<file path="config.mk">
export PLATFORM = sky130hd
export DESIGN_NAME = dab_gate_deadtime
export DESIGN_NICKNAME = d
export VERILOG_FILES = /design/src/rtl/dab_gate_deadtime.sv
export SDC_FILE = /design/constraint.sdc
export NUM_CORES = 1
export LEC_CHECK = 0
export BUFFER_PORTS_ARGS = -buffer_cell sky130_fd_sc_hd__buf_2
export CAP_MARGIN = 25
export CORE_ASPECT_RATIO = 1.2
export CORE_MARGIN = 1
export CORE_UTILIZATION = 60
export CTS_CLUSTER_DIAMETER = 80
export DETAILED_ROUTE_END_ITERATION = 6
export PLACE_DENSITY = 0.8
export SLEW_MARGIN = 10
export SYNTH_ARGS = -nofsm -noshare
export SYNTH_HDL_FRONTEND = slang
export SYNTH_SLANG_ARGS = --single-unit
export TNS_END_PERCENT = 50
</file>
<file path="constraint.sdc">
create_clock -name clk -period 2.1 [get_ports clk]
set_input_delay 0.315 -clock clk [delete_from_list [all_inputs] [get_ports clk]]
set_output_delay 0.315 -clock clk [all_outputs]
set_load 0.01 [all_outputs]
</file>
<file path="src/rtl/dab_gate_deadtime.sv">
// Three-level bridge commands to eight H-bridge gates, with one dead-time FSM per leg.
// Define GATE_ACTIVE_LOW_EN for active-low gate outputs (off = 1).
module dab_gate_deadtime #(
  parameter int DT_W = 8
) (
  input  logic            clk,
  input  logic            rst,
  input  logic            en,
  input  logic [1:0]      V1,
  input  logic [1:0]      V2,
  input  logic [DT_W-1:0] deadtime,
  output logic [3:0]      Sp,
  output logic [3:0]      Ss,
  output logic            fault
);

  localparam logic [1:0] ST_OFF  = 2'd0;
  localparam logic [1:0] ST_DEAD = 2'd1;
  localparam logic [1:0] ST_LO   = 2'd2;
  localparam logic [1:0] ST_HI   = 2'd3;

`ifdef GATE_ACTIVE_LOW_EN
  localparam logic [7:0] GATE_POL = 8'hFF;
`else
  localparam logic [7:0] GATE_POL = 8'h00;
`endif

  logic [1:0]      state     [4];
  logic [1:0]      state_nxt [4];
  logic [DT_W-1:0] cnt       [4];
  logic [DT_W-1:0] cnt_nxt   [4];
  logic [3:0]      tgt_hi;
  logic            illegal;
  logic            fault_nxt;
  logic [7:0]      gate_nxt;

  // Leg order: primary A, primary B, secondary A, secondary B.
  always_comb begin
    illegal   = en && ((V1 == 2'b10) || (V2 == 2'b10));
    fault_nxt = fault || illegal;
    tgt_hi[0] = (V1 == 2'b01);
    tgt_hi[1] = (V1 == 2'b11);
    tgt_hi[2] = (V2 == 2'b01);
    tgt_hi[3] = (V2 == 2'b11);
    gate_nxt  = 8'h00;
    for (int i = 0; i < 4; i++) begin
      state_nxt[i] = state[i];
      cnt_nxt[i]   = cnt[i];
      if (fault_nxt || !en) begin
        state_nxt[i] = ST_OFF;
      end else begin
        case (state[i])
          ST_OFF: begin
            state_nxt[i] = ST_DEAD;
            cnt_nxt[i]   = deadtime;
          end
          ST_DEAD: begin
            // Target is looked up at exit, so a reverted command lands on the new target.
            if (cnt[i] <= DT_W'(1)) begin
              state_nxt[i] = tgt_hi[i] ? ST_HI : ST_LO;
              cnt_nxt[i]   = '0;
            end else begin
              cnt_nxt[i]   = cnt[i] - DT_W'(1);
            end
          end
          ST_LO: begin
            if (tgt_hi[i]) begin
              state_nxt[i] = ST_DEAD;
              cnt_nxt[i]   = deadtime;
            end else begin
              state_nxt[i] = ST_LO;
            end
          end
          ST_HI: begin
            if (!tgt_hi[i]) begin
              state_nxt[i] = ST_DEAD;
              cnt_nxt[i]   = deadtime;
            end else begin
              state_nxt[i] = ST_HI;
            end
          end
          default: begin
            state_nxt[i] = ST_OFF;
          end
        endcase
      end
      gate_nxt[2*i]   = (state_nxt[i] == ST_HI);
      gate_nxt[2*i+1] = (state_nxt[i] == ST_LO);
    end
  end

  // Leg state, counters, fault and output gate registers.
  always_ff @(posedge clk or posedge rst) begin
    if (rst) begin
      for (int i = 0; i < 4; i++) begin
        state[i] <= ST_OFF;
        cnt[i]   <= '0;
      end
      fault     <= 1'b0;
      {Ss, Sp}  <= GATE_POL;
    end else begin
      for (int i = 0; i < 4; i++) begin
        state[i] <= state_nxt[i];
        cnt[i]   <= cnt_nxt[i];
      end
      fault     <= fault_nxt;
      {Ss, Sp}  <= gate_nxt ^ GATE_POL;
    end
  end

endmodule

</file>
==> summary.txt <==
Worst setup path
  – CP Buf/Inv Count: 0
  – Crit path largest cell delay: 570 ps
  – CP top delay family: compound AO/OA/AOI/OAI gates
  – Worst setup EP type: flop
  – WS Path Type: flop to flop
  – Slowest CP cell: or4_4
  – CP cell instances: or4_4, o31ai_4, o211ai_1, o2bb2ai_1
  – WP data required: 2300 ps
  – Crit Path Max Fanout: 11
  – Worst Path Arrival: 2150 ps
  – Crit start category: flop

Pwr
  – Worst VDD drop: 533 uV
  – Leakage: 1.61 nW
  – PD cells: 783 nW/um^2

Floorplanning
  – Full die area: 5510 um^2
  – Io pins: 24
  – Die Span Y: 81.1 um
  – Core ar.: 4970 um^2
  – Die extent in x: 67.9 um
  – # rows: 28
  – Initial Utilization: 62.9%

Logic synthesis
  – Distinct cells, synth: 62
  – Simple-Gate Fraction of Synth Area: 19.1%
  – Cell taking the most area after synthesis: dfrtp_1
  – Post-synthesis sequential area ratio: 39.2%
  – Compound-Gate Fraction of Synth Area: 30.1%
  – Net count after synthesis: 360
  – Top-area cell type share of the netlist area: 39.2%
  – Cells after synthesis: 337
  – Prevailing post-synth register cell: dfrtp_1
  – Largest family of logic cells by synthesized area: compound AO/OA/AOI/OAI gates
  – Post-synthesis mux area share: 2.64%
  – Ys Warns: 0
  – Synth async-reset ratio: 100%
  – #FFs+latches synth: 49
  – Synth area leaders: dfrtp_1, ha_1, o2bb2ai_1
  – Post-Synth Adder-Cell Area: 3.20%
  – Cell area after technology mapping: 3130 um^2
  – XOR/XNOR Fraction of Synth Area: 0.560%
  – Mean area per synthesized cell: 9.28 um^2
  – Post-synth EDFFs: 0

Clocking
  – Clk_lat worst skew: 320 ps
  – Post-CTS Setup Bufs: 0
  – Root Buffer: clkbuf_8
  – CTS buffer count: 5
  – Cts hold-fix bufs: 1
  – CTS H-tree depth: 2
  – CTS tree: done
  – Clk pin slew, worst setup/hold paths: 100 ps
  – PostCTS Resize Cnt: 0
  – Largest buffer count on any clock path: 2
  – Clock tree sinks: 49

Finish
  – Final Instance Count excl. Fillers: 434
  – ANT cells: 0
  – Filler Cell Count: 383
  – Area of the multi-input gates: 1740 um^2
  – Layout Nets: 396
  – Fraction of layout instances using a drive strength above 1: 16.8%
  – Reg area: 1230 um^2
  – Area Overhead vs Synth: 12.4%

Timing
  – Fin crit period: 1950 ps
  – Worst slew pin tran: 536 ps
  – Unrepaired setup endpoints after global routing: false
  – Slew HR: 63.7%
  – Final setup fails: 0
  – F_max: 0.513 GHz
  – Clock Skew: 15.9 ps
  – Fin crit share: 92.9%
  – Fin. Hold Viols: 0
  – Sum Neg Setup Slack: 0 ps
  – Final Slew Violations: 0

Drt
  – Post-route DRC: 0
  – Avg Vias per Cell: 6.62
  – Wire per inst: 17.1 um
  – Vias: 2873
  – Routed Wire Length: 7440 um
  – Final ANT Viol Nets: 0
  – Iter 0 DRT Violations: 263
  – DR pass1 iterations: 4

Global routing
  – Number of global-route vias before repair: 2577
  – Total track usage: 28.9%
  – Largest net degree at the start of global routing: 37
  – First-pass GRT wire length: 11900 um
  – Total congestion overflow: 0
  – Initial antenna violation count: 0

Placement
  – # port buffers: 23
  – DP HPWL: 5240 um
  – Gp weighted congestion: 0.838
  – Inst Count DP: 425

Status
  – Status: finished clean

Flow run
  – Total of max-cap violations: 0

Hold path
  – Class of the worst hold path: primary input to flop
[sequential cells by signal, indices dropped and copies added (netlist names)]
name / cells
cnt: 32
Sp: 4
Ss: 4
state: 8
fault: 1
[power by group]
group / total, W / internal [W] / switching, W
registers: 0.00130 / 0.00112 / 0.000183
clock network: 0.000599 / 0.000268 / 0.000331
logic: 0.000850 / 0.000362 / 0.000488
total: 0.00275 / 0.00175 / 0.00100
[logic make-up after synthesis]
family	after synthesis
xor+xnor	2
buf+inv	40
simple gates	112
fa+ha+maj	8
flops	49
compound gates	118
mux	8
[Yosys cell counts, types with 9 or more instances]
master,number
nor3_1,10
clkbuf_1,10
nand3_1,10
nor2_1,25
o22ai_1,9
o211ai_1,11
dfrtp_1,49
o2bb2ai_1,11
inv_1,25
nand2b_1,10
a21oi_1,10
nand2_1,17
[through the flow]
stage | instance area [um^2] | utilization (%) | total power [W] | worst slack (ps) | hold slack [ps]
floorplan | 3130 | - | 0.00189 | 366 | 432
global placement | 3410 | 68.5 | 0.00212 | 249 | 278
detailed placement | 3410 | 68.5 | 0.00216 | 168 | 290
CTS | 3520 | 70.7 | 0.00276 | 170 | 222
global route | 3520 | 70.7 | 0.00294 | 13.2 | 224
finish | 3520 | 70.7 | 0.00275 | 150 | 222
[placed cells by master, fill, tap and decap left out, drive strengths merged, types with 3 or more instances in the layout]
cell     count
a31oi        4
o211ai      11
a21oi       10
clkbuf       6
nor4b        3
nor3        11
a221oi       9
buf         42
a32oi        8
nand3       10
nand2b      10
ha           8
o2bb2ai     11
nor4         3
nor2b        5
nor2        25
or2          3
o41ai        3
and3         6
o22ai        9
a22oi        7
or3          4
a21o         5
inv         26
nand2       17
o21ai       10
mux2i        6
a2bb2oi      8
dfrtp       49
a221o        3
and2         6
[per-layer routing]
layer | up-vias | part of all wire (%) | global-route usage (%)
met5 | - | 0 | 0
met4 | 0 | 2.6 | 10.4
met3 | 14 | 5.1 | 5.20
met2 | 84 | 47 | 46.5
met1 | 1400 | 45 | 38.4
li1 | 1375 | - | -
[final cells by class]
| type | count | share of cell area [%] |
|---|---|---|
| Sequential cell | 49 | 34.9 |
| Tap cell | 60 | 2.14 |
| Clock inverter | 2 | 0.391 |
| Timing Repair Buffer | 43 | 7.97 |
| Clock buffer | 6 | 2.35 |
| Inverter | 26 | 2.78 |
| Multi-Input combinational cell | 248 | 49.5 |
[path summary, 6_finish.rpt]
| path | start | endpoint | slack [ps] | depth (start not counted) |
|---|---|---|---|---|
| worst min-delay path | en | fault$_DFF_PP0_ | 220 | 2 |
| max in group asynchronous | rst | state[3]$_DFF_PP0_ | 1100 | 4 |
| worst max-delay path | cnt[2]$_DFFE_PP0P_ | cnt[6]$_DFFE_PP0P_ | 150 | 4 |
| worst max register to register | cnt[2]$_DFFE_PP0P_ | cnt[6]$_DFFE_PP0P_ | 150 | 4 |
| min in group asynchronous | rst | Sp[2]$_DFF_PP0_ | 500 | 3 |
| worst min register to register | fault$_DFF_PP0_ | fault$_DFF_PP0_ | 470 | 1 |
No activity file was read; power rests on OpenSTA's default activity.
